==> src/rtl/ram_stream_reader_pkg.sv <==
// Shared definitions for the RAM stream reader.
//   state_t    : reader FSM encoding
//   FIFO_DEPTH : capacity of the output skid FIFO; bounds occupancy + in-flight reads
package ram_stream_reader_pkg;

  typedef enum logic [1:0] {
    IDLE  = 2'd0,
    READ  = 2'd1,
    DRAIN = 2'd2
  } state_t;

  localparam int unsigned FIFO_DEPTH = 2;

endpackage

==> src/rtl/ram_stream_reader_skid.sv <==
// Two-entry output FIFO between the RAM read port and the stream interface.
// The head entry drives oD directly, so oD/oV come straight from flops and
// hold while the consumer stalls.
// Ports:
//   C, nRST  : clock, async active-low reset
//   i_push   : write i_data this cycle (RAM data returning)
//   i_data   : word to store
//   i_rdy    : stream ready; pop = oV & i_rdy
//   o_count  : current occupancy (0..2)
//   oD, oV   : stream data / valid
module ram_stream_skid #(
  parameter int DW = 8
) (
  input  logic          C,
  input  logic          nRST,
  input  logic          i_push,
  input  logic [DW-1:0] i_data,
  input  logic          i_rdy,
  output logic [1:0]    o_count,
  output logic [DW-1:0] oD,
  output logic          oV
);

  logic [1:0]    r_cnt;
  logic [DW-1:0] r_d0;
  logic [DW-1:0] r_d1;
  logic          w_pop;

  assign w_pop   = (r_cnt != 2'd0) & i_rdy;
  assign o_count = r_cnt;
  assign oD      = r_d0;
  assign oV      = (r_cnt != 2'd0);

  always_ff @(posedge C or negedge nRST) begin
    if (!nRST) begin
      r_cnt <= 2'd0;
      r_d0  <= '0;
      r_d1  <= '0;
    end else if (w_pop) begin
      if (r_cnt == 2'd2) begin
        r_d0 <= r_d1;
        if (i_push) r_d1 <= i_data;
        else        r_cnt <= 2'd1;
      end else begin
        // single entry leaving; a concurrent push refills the head directly
        if (i_push) r_d0 <= i_data;
        else        r_cnt <= 2'd0;
      end
    end else if (i_push) begin
      if (r_cnt == 2'd0) begin
        r_d0  <= i_data;
        r_cnt <= 2'd1;
      end else if (r_cnt == 2'd1) begin
        r_d1  <= i_data;
        r_cnt <= 2'd2;
      end
    end
  end

endmodule

==> src/rtl/ram_stream_reader.sv <==
// Reads LEN consecutive words from a 1-cycle-latency RAM starting at BASE
// (address wraps modulo 2**AW) and streams them out over a valid/ready port.
//
// state | meaning
// IDLE  | waiting for START; LEN=0 requests complete immediately with DONE
// READ  | issuing reads while FIFO occupancy + in-flight read < FIFO_DEPTH
// DRAIN | all reads issued; waiting for the last word to be accepted
//
// Ports:
//   C, nRST        : clock, async active-low reset
//   START/BASE/LEN : transfer request, sampled only in IDLE
//   BUSY, DONE     : transfer in progress / one-cycle completion pulse
//   rA, rWR, rQ    : RAM read port (rWR tied low)
//   oD, oV, iRDY   : output stream
module ram_stream_reader
  import ram_stream_reader_pkg::*;
#(
  parameter int DW = 8,
  parameter int AW = 6
) (
  input  logic          C,
  input  logic          nRST,
  input  logic          START,
  input  logic [AW-1:0] BASE,
  input  logic [AW:0]   LEN,
  output logic          BUSY,
  output logic          DONE,
  output logic [AW-1:0] rA,
  output logic          rWR,
  input  logic [DW-1:0] rQ,
  output logic [DW-1:0] oD,
  output logic          oV,
  input  logic          iRDY
);

  state_t        r_state;
  logic [AW-1:0] r_addr;
  logic [AW-1:0] r_ra;
  logic [AW:0]   r_rem;
  logic          r_inflight;
  logic          r_busy;
  logic          r_done;

  logic [1:0]    w_count;
  logic          w_pop;
  logic [2:0]    w_load;
  logic          w_issue;

  // Occupancy after this cycle's pop plus the read returning next cycle.
  // Counting the pop lets a new read issue every cycle while iRDY stays high.
  assign w_pop   = oV & iRDY;
  assign w_load  = {1'b0, w_count} - {2'b00, w_pop} + {2'b00, r_inflight};
  assign w_issue = (r_state == READ) && (w_load < 3'(FIFO_DEPTH));

  // The RAM samples the address at the end of the issue cycle, so the next
  // address is presented combinationally; otherwise the last one is held.
  assign rA   = w_issue ? r_addr : r_ra;
  assign rWR  = 1'b0;
  assign BUSY = r_busy;
  assign DONE = r_done;

  ram_stream_skid #(.DW(DW)) u_skid (
    .C       (C),
    .nRST    (nRST),
    .i_push  (r_inflight),
    .i_data  (rQ),
    .i_rdy   (iRDY),
    .o_count (w_count),
    .oD      (oD),
    .oV      (oV)
  );

  always_ff @(posedge C or negedge nRST) begin
    if (!nRST) begin
      r_state    <= IDLE;
      r_addr     <= '0;
      r_ra       <= '0;
      r_rem      <= '0;
      r_inflight <= 1'b0;
      r_busy     <= 1'b0;
      r_done     <= 1'b0;
    end else begin
      r_done     <= 1'b0;
      r_inflight <= w_issue;
      if (w_issue) begin
        r_ra   <= r_addr;
        r_addr <= r_addr + AW'(1);
        r_rem  <= r_rem - (AW+1)'(1);
      end
      case (r_state)
        IDLE: begin
          if (START) begin
            if (LEN != '0) begin
              r_state <= READ;
              r_addr  <= BASE;
              r_rem   <= LEN;
              r_busy  <= 1'b1;
            end else begin
              r_done  <= 1'b1;
            end
          end
        end
        READ: begin
          if (w_issue && (r_rem == (AW+1)'(1))) r_state <= DRAIN;
        end
        DRAIN: begin
          if (w_pop && (w_count == 2'd1) && !r_inflight) begin
            r_state <= IDLE;
            r_busy  <= 1'b0;
            r_done  <= 1'b1;
          end
        end
        default: r_state <= IDLE;
      endcase
    end
  end

endmodule

==> config.mk <==
export PLATFORM = sky130hd
export DESIGN_NAME = ram_stream_reader
export DESIGN_NICKNAME = d
export VERILOG_FILES = /design/src/rtl/ram_stream_reader_pkg.sv /design/src/rtl/ram_stream_reader_skid.sv /design/src/rtl/ram_stream_reader.sv
export SDC_FILE = /design/constraint.sdc
export NUM_CORES = 1
export LEC_CHECK = 0
export CAP_MARGIN = 20
export CORE_MARGIN = 2
export CORE_UTILIZATION = 30
export CTS_BUF_LIST = sky130_fd_sc_hd__clkbuf_4 sky130_fd_sc_hd__clkbuf_8
export DETAILED_ROUTE_END_ITERATION = 10
export MAX_ROUTING_LAYER = met4
export RECOVER_POWER = 25
export SLEW_MARGIN = 5
export SYNTH_ARGS = -nofsm -noshare
export SYNTH_HDL_FRONTEND = slang
export SYNTH_SLANG_ARGS = --single-unit
==> constraint.sdc <==
create_clock -name C -period 3.25 [get_ports C]
set_input_delay 0.325 -clock C [delete_from_list [all_inputs] [get_ports C]]
set_output_delay 0.325 -clock C [all_outputs]
set_load 0.005 [all_outputs]
Word-level counts from Yosys, hierarchy flattened
Cells that the tools add are included.
{"block": "op_classes", "add_sub_neg": 4, "n_lt_le_gt_ge": 1, "n_eq_ne": 13, "mux": 39, "bitwise_logic": 1, "n_reduce_logical": 20}
{"operator": "8-bit 2-to-1 mux", "n": 10}
{"operator": "6-bit 2-to-1 mux", "n": 5}
{"operator": "7-bit 2-to-1 mux", "n": 4}
{"operator": "2-bit 2-to-1 mux", "n": 11}
{"operator": "2-bit inequality test, second input constant", "n": 6}
{"operator": "2-bit nonzero test", "n": 6}
{"operator": "4-bit AND reduction", "n": 2}
{"operator": "7-bit by 1-bit equality test with 1-bit output, second input constant", "n": 1}
{"operator": "7-bit nonzero test", "n": 1}
{"operator": "7-bit by 1-bit subtractor with 7-bit output, second input constant", "n": 1}
{"operator": "6-bit by 1-bit adder with 6-bit output, second input constant", "n": 1}
{"operator": "1-bit 2-to-1 mux", "n": 6}
{"operator": "2-bit case mux with 3 select lines", "n": 1}
{"operator": "3-bit AND reduction", "n": 2}
{"operator": "5-bit AND reduction", "n": 1}
{"operator": "2-bit by 1-bit equality test with 1-bit output, second input constant", "n": 2}
{"operator": "2-bit equality test, second input constant", "n": 2}
{"operator": "1-bit logical AND", "n": 4}
{"operator": "2-bit zero test", "n": 2}
{"operator": "2-bit by 1-bit inequality test with 1-bit output, second input constant", "n": 2}
{"operator": "1-bit case mux with 2 select lines", "n": 2}
{"operator": "3-bit by 1-bit adder with 3-bit output", "n": 1}
{"operator": "3-bit by 2-bit less-than comparator with 1-bit output, second input constant", "n": 1}
{"operator": "3-bit nonzero test", "n": 1}
{"operator": "3 further kinds", "n": 3}
{"block": "totals", "ff_bits": 42, "output_inout_bits": 18, "wordCells": 88}

Logic depth before layout (Yosys ltp)
Gate-level depths: netlist of the first run.
{"block": "depth", "word_depth": 10, "mapped_depth": 10}

Modules after synthesis
Synthesis of the first run repeated with hierarchy kept, for this count alone.
{"block": "unflattened", "cells_unflattened": 188, "area_unflattened_um2": 2100.8}
{"module": "ram_stream_reader", "n_inst": 1, "cells_per_inst": 129, "area_per_inst_um2": 1248.7, "seq_area_each_um2": 600.6}
{"module": "ram_stream_skid", "n_inst": 1, "cells_per_inst": 59, "area_per_inst_um2": 852.1, "seq_area_each_um2": 450.4}

Worst setup path before layout of the first run
No wires, ideal clock.
{"block": "synth_path", "path_kind": "input port to output port", "startpoint": "in iRDY", "endpoint": "out rA[0]", "t_arrival_ns": 2.415, "required_ns": 2.925, "slack_ns": 0.510, "stages": 9, "path_buffers": 2, "path_cell_list": "clkbuf_1 > nand3_2 > o21ai_0 > nand2_1 > fa_1 > xor2_2 > nor2_1 > buf_2 > mux2_2"}
{"block": "synth_via", "elab_chain_len": 6}
{"element": "start: declaration", "line": "ram_stream_reader.sv:33", "source": "input logic iRDY"}
{"element": "1-bit bitwise AND", "line": "ram_stream_reader.sv:51", "source": "assign w_pop = oV & iRDY;"}
{"element": "2-bit by 1-bit subtractor with 3-bit output", "line": "ram_stream_reader.sv:52", "source": "assign w_load = {1'b0, w_count} - {2'b00, w_pop} + {2'b00, r_inflight};"}
{"element": "3-bit by 1-bit adder with 3-bit output", "line": "ram_stream_reader.sv:52"}
{"element": "3-bit by 2-bit less-than comparator with 1-bit output", "line": "ram_stream_reader.sv:53", "source": "assign w_issue = (r_state == READ) && (w_load < 3'(FIFO_DEPTH));"}
{"element": "1-bit logical AND", "line": "ram_stream_reader.sv:53"}
{"element": "via w_issue", "line": "ram_stream_reader.sv:47", "source": "logic w_issue;"}
{"element": "6-bit 2-to-1 mux"}
{"element": "end: declaration", "line": "ram_stream_reader.sv:28", "source": "output logic [AW-1:0] rA,"}
The timed path passes the listed nets, and every way through them passes these cells.

Worst setup path after layout of the first run
{"block": "layout_path", "startpoint": "reg u_skid.r_cnt[0] (netlist: u_skid.o_count[0])", "endpoint": "out rA[3]"}
{"block": "layout_via", "elab_chain_len": 7}
{"element": "start: declaration", "line": "ram_stream_reader_skid.sv:24", "source": "logic [1:0] r_cnt;"}
{"element": "start signal: assignment", "line": "ram_stream_reader_skid.sv:36", "source": "r_cnt <= 2'd0;"}
{"element": "start signal: assignment", "line": "ram_stream_reader_skid.sv:43", "source": "else r_cnt <= 2'd1;"}
{"element": "start signal: assignment", "line": "ram_stream_reader_skid.sv:47", "source": "else r_cnt <= 2'd0;"}
{"element": "2-bit nonzero test", "line": "ram_stream_reader_skid.sv:32", "source": "assign oV = (r_cnt != 2'd0);"}
{"element": "1-bit bitwise AND", "line": "ram_stream_reader.sv:51"}
{"element": "2-bit by 1-bit subtractor with 3-bit output (*)", "line": "ram_stream_reader.sv:52"}
{"element": "3-bit by 1-bit adder with 3-bit output (*)", "line": "ram_stream_reader.sv:52"}
{"element": "3-bit by 2-bit less-than comparator with 1-bit output (*)", "line": "ram_stream_reader.sv:53"}
{"element": "1-bit logical AND (*)", "line": "ram_stream_reader.sv:53"}
{"element": "6-bit 2-to-1 mux (*)"}
Every way passes the cells marked *; elsewhere a longest branch is shown, timed or not.

==> results.json, run 1 <==
{
  "status": "finished, violations left",
  "violations": "capacitance limit, slew limit",
  "slew_violations": 43,
  "drtPass1Iterations": 5,
  "p_total_mw": 3.003,
  "p_per_area_nw_per_um2": 1079,
  "crit_path_max_fanout": 4,
  "worst_slack_ns": 0.1314,
  "synth_cells": 195,
  "synth_top_cells_by_area": "dfrtp_1 (52%), mux2_2 (8.3%), nand2_1 (7.0%), xnor2_1 (4.3%), o21ai_0 (3.4%)",
  "syn_area_per_cell_um2": 10.44,
  "cts_tree": "built",
  "clock_path_buffers": 2,
  "grtUsageTotal_pct": 12.67,
  "peakVddDrop_v": 0.0003899,
  "path_class": "register to primary output",
  "end_kind": "primary output",
  "routed_wl_mm": 4.527,
  "die_x_um": 86.38,
  "grt_overflow": 0,
  "synthSimpleGateAreaFrac_pct": 17.27,
  "dp_hpwl_mm": 3.033,
  "antenna_left": 0,
  "dp.cells": 319,
  "max_cap_violations": 1,
  "syn_to_final_growth_pct": 36.69,
  "port_buffers": 41,
  "synthXorXnorAreaFrac_pct": 5.532,
  "synth_top_family_by_area": "simple AND/OR/NAND/NOR gates",
  "vias": 1595,
  "ios": 43,
  "core_region_area_um2": 6681,
  "drc": 0,
  "rows": 30,
  "synth.area.mux_share_pct": 10.02,
  "hold_viol_final": 0,
  "fin_skew_ns": 0.006953,
  "grt_pass1_wl_mm": 7.251,
  "syn-num-nets": 224,
  "ys_ff_latch": 42,
  "antenna_found_initial": 0,
  "rsz0062_at_grt": "yes",
  "hold_class": "register to register",
  "drive_gt1_share_pct": 22.27,
  "min_period_ns": 3.119,
  "pre_cts_slack_ns": 0.04413,
  "fin_crit_sh_pct": 95.96,
  "required_ns": 2.92,
  "die-area_um2": 7461,
  "dr.first_iter.drc_count": 80,
  "num_antenna_cells": 0,
  "worstPathArrival_ns": 2.79,
  "synth_cell_type_count": 41,
  "max_freq_mhz": 320.7,
  "yosysTopAreaCellShare_pct": 51.63,
  "synth_top_cell_by_area": "dfrtp_1",
  "grt_pass1_vias": 1523,
  "grt_max_degree": 43,
  "synth_sequential_area_ratio_pct": 51.63,
  "initial_core_util_pct": 30.47,
  "nets": 284,
  "slew_headroom_pct": -51.99,
  "cts_sinks": 42,
  "hold_slack_ns": 0.4834,
  "cts.clk_slew.worst_paths_ns": 0.08,
  "htreeDepth": 2,
  "synth_compound_area_share_pct": 9.342,
  "p_leak_nw": 1.198,
  "wl_per_cell_um": 13.47,
  "cts_root_buf": "clkbuf_8",
  "synthAdderAreaFrac_pct": 2.827,
  "worstMarginPinSlew_ns": 2.280,
  "cts_made_buffers": 5,
  "chipHeight_um": 86.38,
  "vias_per_cell": 4.747,
  "setup_viol": 0,
  "ctsHoldBuffers": 0,
  "ys_warn_count": 0,
  "clock_latency_ns": 0.29,
  "netlist_area_um2": 2036,
  "cp-start-kind": "register",
  "gp_congestion": 0.7244,
  "finalNonFillerCells": 336
}
## kinds of logic (layout without fill, tap and decap cells)
kind of cell               Yosys count  count (layout)
muxes                               18              18
other                                1               1
adders and majority gates            4               4
DFF                                 42              42
AOI/OAI and AO/OA                   31              31
and+or+nand+nor                     74              74
xor gates and xnor gates            12              12
buffers and inverters               13              74
## synth_stat cells, drive strengths merged
library cell / n
xnor2: 10
nor2b: 1
dfrtp: 42
fa: 1
nor3b: 2
nor4: 5
o31a: 1
or3: 1
mux2: 16
o21ai: 16
clkbuf: 2
inv: 5
xor2: 2
or4: 2
a21o: 1
conb: 1
a31o: 1
or2: 2
nor2: 12
o211ai: 1
buf: 6
nand4b: 2
o31ai: 1
nand3: 2
nand3b: 2
o41a: 1
mux2i: 2
a31oi: 8
nand2: 38
nor3: 5
a21oi: 1
ha: 3
## stage by stage
step	instance area [um2]	TNS [ns]	utilization (%)
floorplan	2036	0	-
global placement	2577	0	38.58
detailed placement	2577	0	38.58
CTS	2688	0	40.22
global route	2783	-0.04355	41.65
finish	2783	0	41.65
## worst max-delay path, stage by stage, from the launching register on
cell and delay (ns):
dfrtp_2 0.43, inv_2 0.08, nand3_2 0.09, o21ai_2 0.07
nand2_1 0.08, fa_2 0.55, nand3b_1 0.11, nor2_2 0.16
buf_4 0.16, mux2_2 0.34, clkdlybuf4s50_1 0.44
## power breakdown
group	leakage [nW]	internal (mW)	switching, mW
Clock	0.0575	0.215	0.180
Combinational	0.643	0.966	0.675
Sequential	0.497	0.785	0.181
Total	1.20	1.97	1.04
## layout by cell type, fill, tap and decap left out, types with 2 or more instances in the layout
cell type,instances
dfrtp_1,41
nand2_1,38
clkdlybuf4s50_1,34
buf_4,19
mux2_2,15
o21ai_0,13
nor2_1,11
xnor2_1,10
a31oi_1,8
clkbuf_8,8
dlymetal6s2s_1,6
nor3_1,5
nor4_1,5
inv_1,3
ha_1,3
inv_2,2
o21ai_2,2
nand3b_1,2
nand4b_1,2
or4_1,2
mux2i_1,2
or2_2,2
## registers in the layout, indices dropped and copies added (netlist names)
register        count
u_skid.oD           8
u_skid.r_d1         8
r_rem               7
r_addr              6
r_ra                6
r_state             2
u_skid.o_count      2
BUSY                1
DONE                1
r_inflight          1
## path summary, 6_finish.rpt
check | from | end | slack, ns | cells past startpoint
setup reg to reg | u_skid.o_count[0]$_DFFE_PN0P_ | r_ra[2]$_DFF_PN0_ | 0.80 | 12
min in group asynchronous | nRST | r_rem[1]$_DFF_PN0_ | 0.70 | 1
max in group asynchronous | nRST | u_skid.o_count[0]$_DFFE_PN0P_ | 1.07 | 1
hold reg to reg | BUSY$_DFFE_PN0P_ | BUSY$_DFFE_PN0P_ | 0.48 | 1
setup / recovery | u_skid.o_count[0]$_DFFE_PN0P_ | rA[3] | 0.13 | 10
hold / removal | BUSY$_DFFE_PN0P_ | BUSY$_DFFE_PN0P_ | 0.48 | 1
## per-layer routing
metal / vias up / wire length [um] / global-route usage, % / share of wire [%]
met1: 759 / 2230 / 17.21 / 49
met4: 0 / 19 / 2.983 / 0.42
li1: 791 / - / - / -
met2: 42 / 2013 / 19.23 / 44
met5: - / 0 / - / 0
met3: 3 / 263 / 3.048 / 5.8
## area by class of cell
cell class | count | area (um2)
fillers | 684 | 3899
flip-flops and latches | 42 | 1052
multi-input cells | 140 | 928.4
repair buffers | 61 | 573.1
clock buffers | 8 | 110.1
well taps | 80 | 100.1
inverters | 5 | 18.77
## what timing repair did
item,CTS,global route
buffers inserted,0,8
setup endpoints to repair,0,6
gates resized for setup,0,14
No activity file was read; power rests on OpenSTA's default activity.
==> run 2: changes to the inputs <==
--- a/config.mk
+++ b/config.mk
@@ -5,7 +5,7 @@
 export SDC_FILE = /design/constraint.sdc
 export NUM_CORES = 1
 export LEC_CHECK = 0
-export CAP_MARGIN = 20
+export CAP_MARGIN = 10
 export CORE_MARGIN = 2
 export CORE_UTILIZATION = 30
 export CTS_BUF_LIST = sky130_fd_sc_hd__clkbuf_4 sky130_fd_sc_hd__clkbuf_8
==> results of run 2 <==
Final layout, timing and power as in run 1 (identical DEF).
==> run 3: changes to the inputs <==
--- a/config.mk
+++ b/config.mk
@@ -10,6 +10,7 @@
 export CORE_UTILIZATION = 30
 export CTS_BUF_LIST = sky130_fd_sc_hd__clkbuf_4 sky130_fd_sc_hd__clkbuf_8
 export DETAILED_ROUTE_END_ITERATION = 10
+export GPL_ROUTABILITY_DRIVEN = 0
 export MAX_ROUTING_LAYER = met4
 export RECOVER_POWER = 25
 export SLEW_MARGIN = 5
==> results of run 3 <==
Final layout, timing and power as in run 1 (identical DEF).
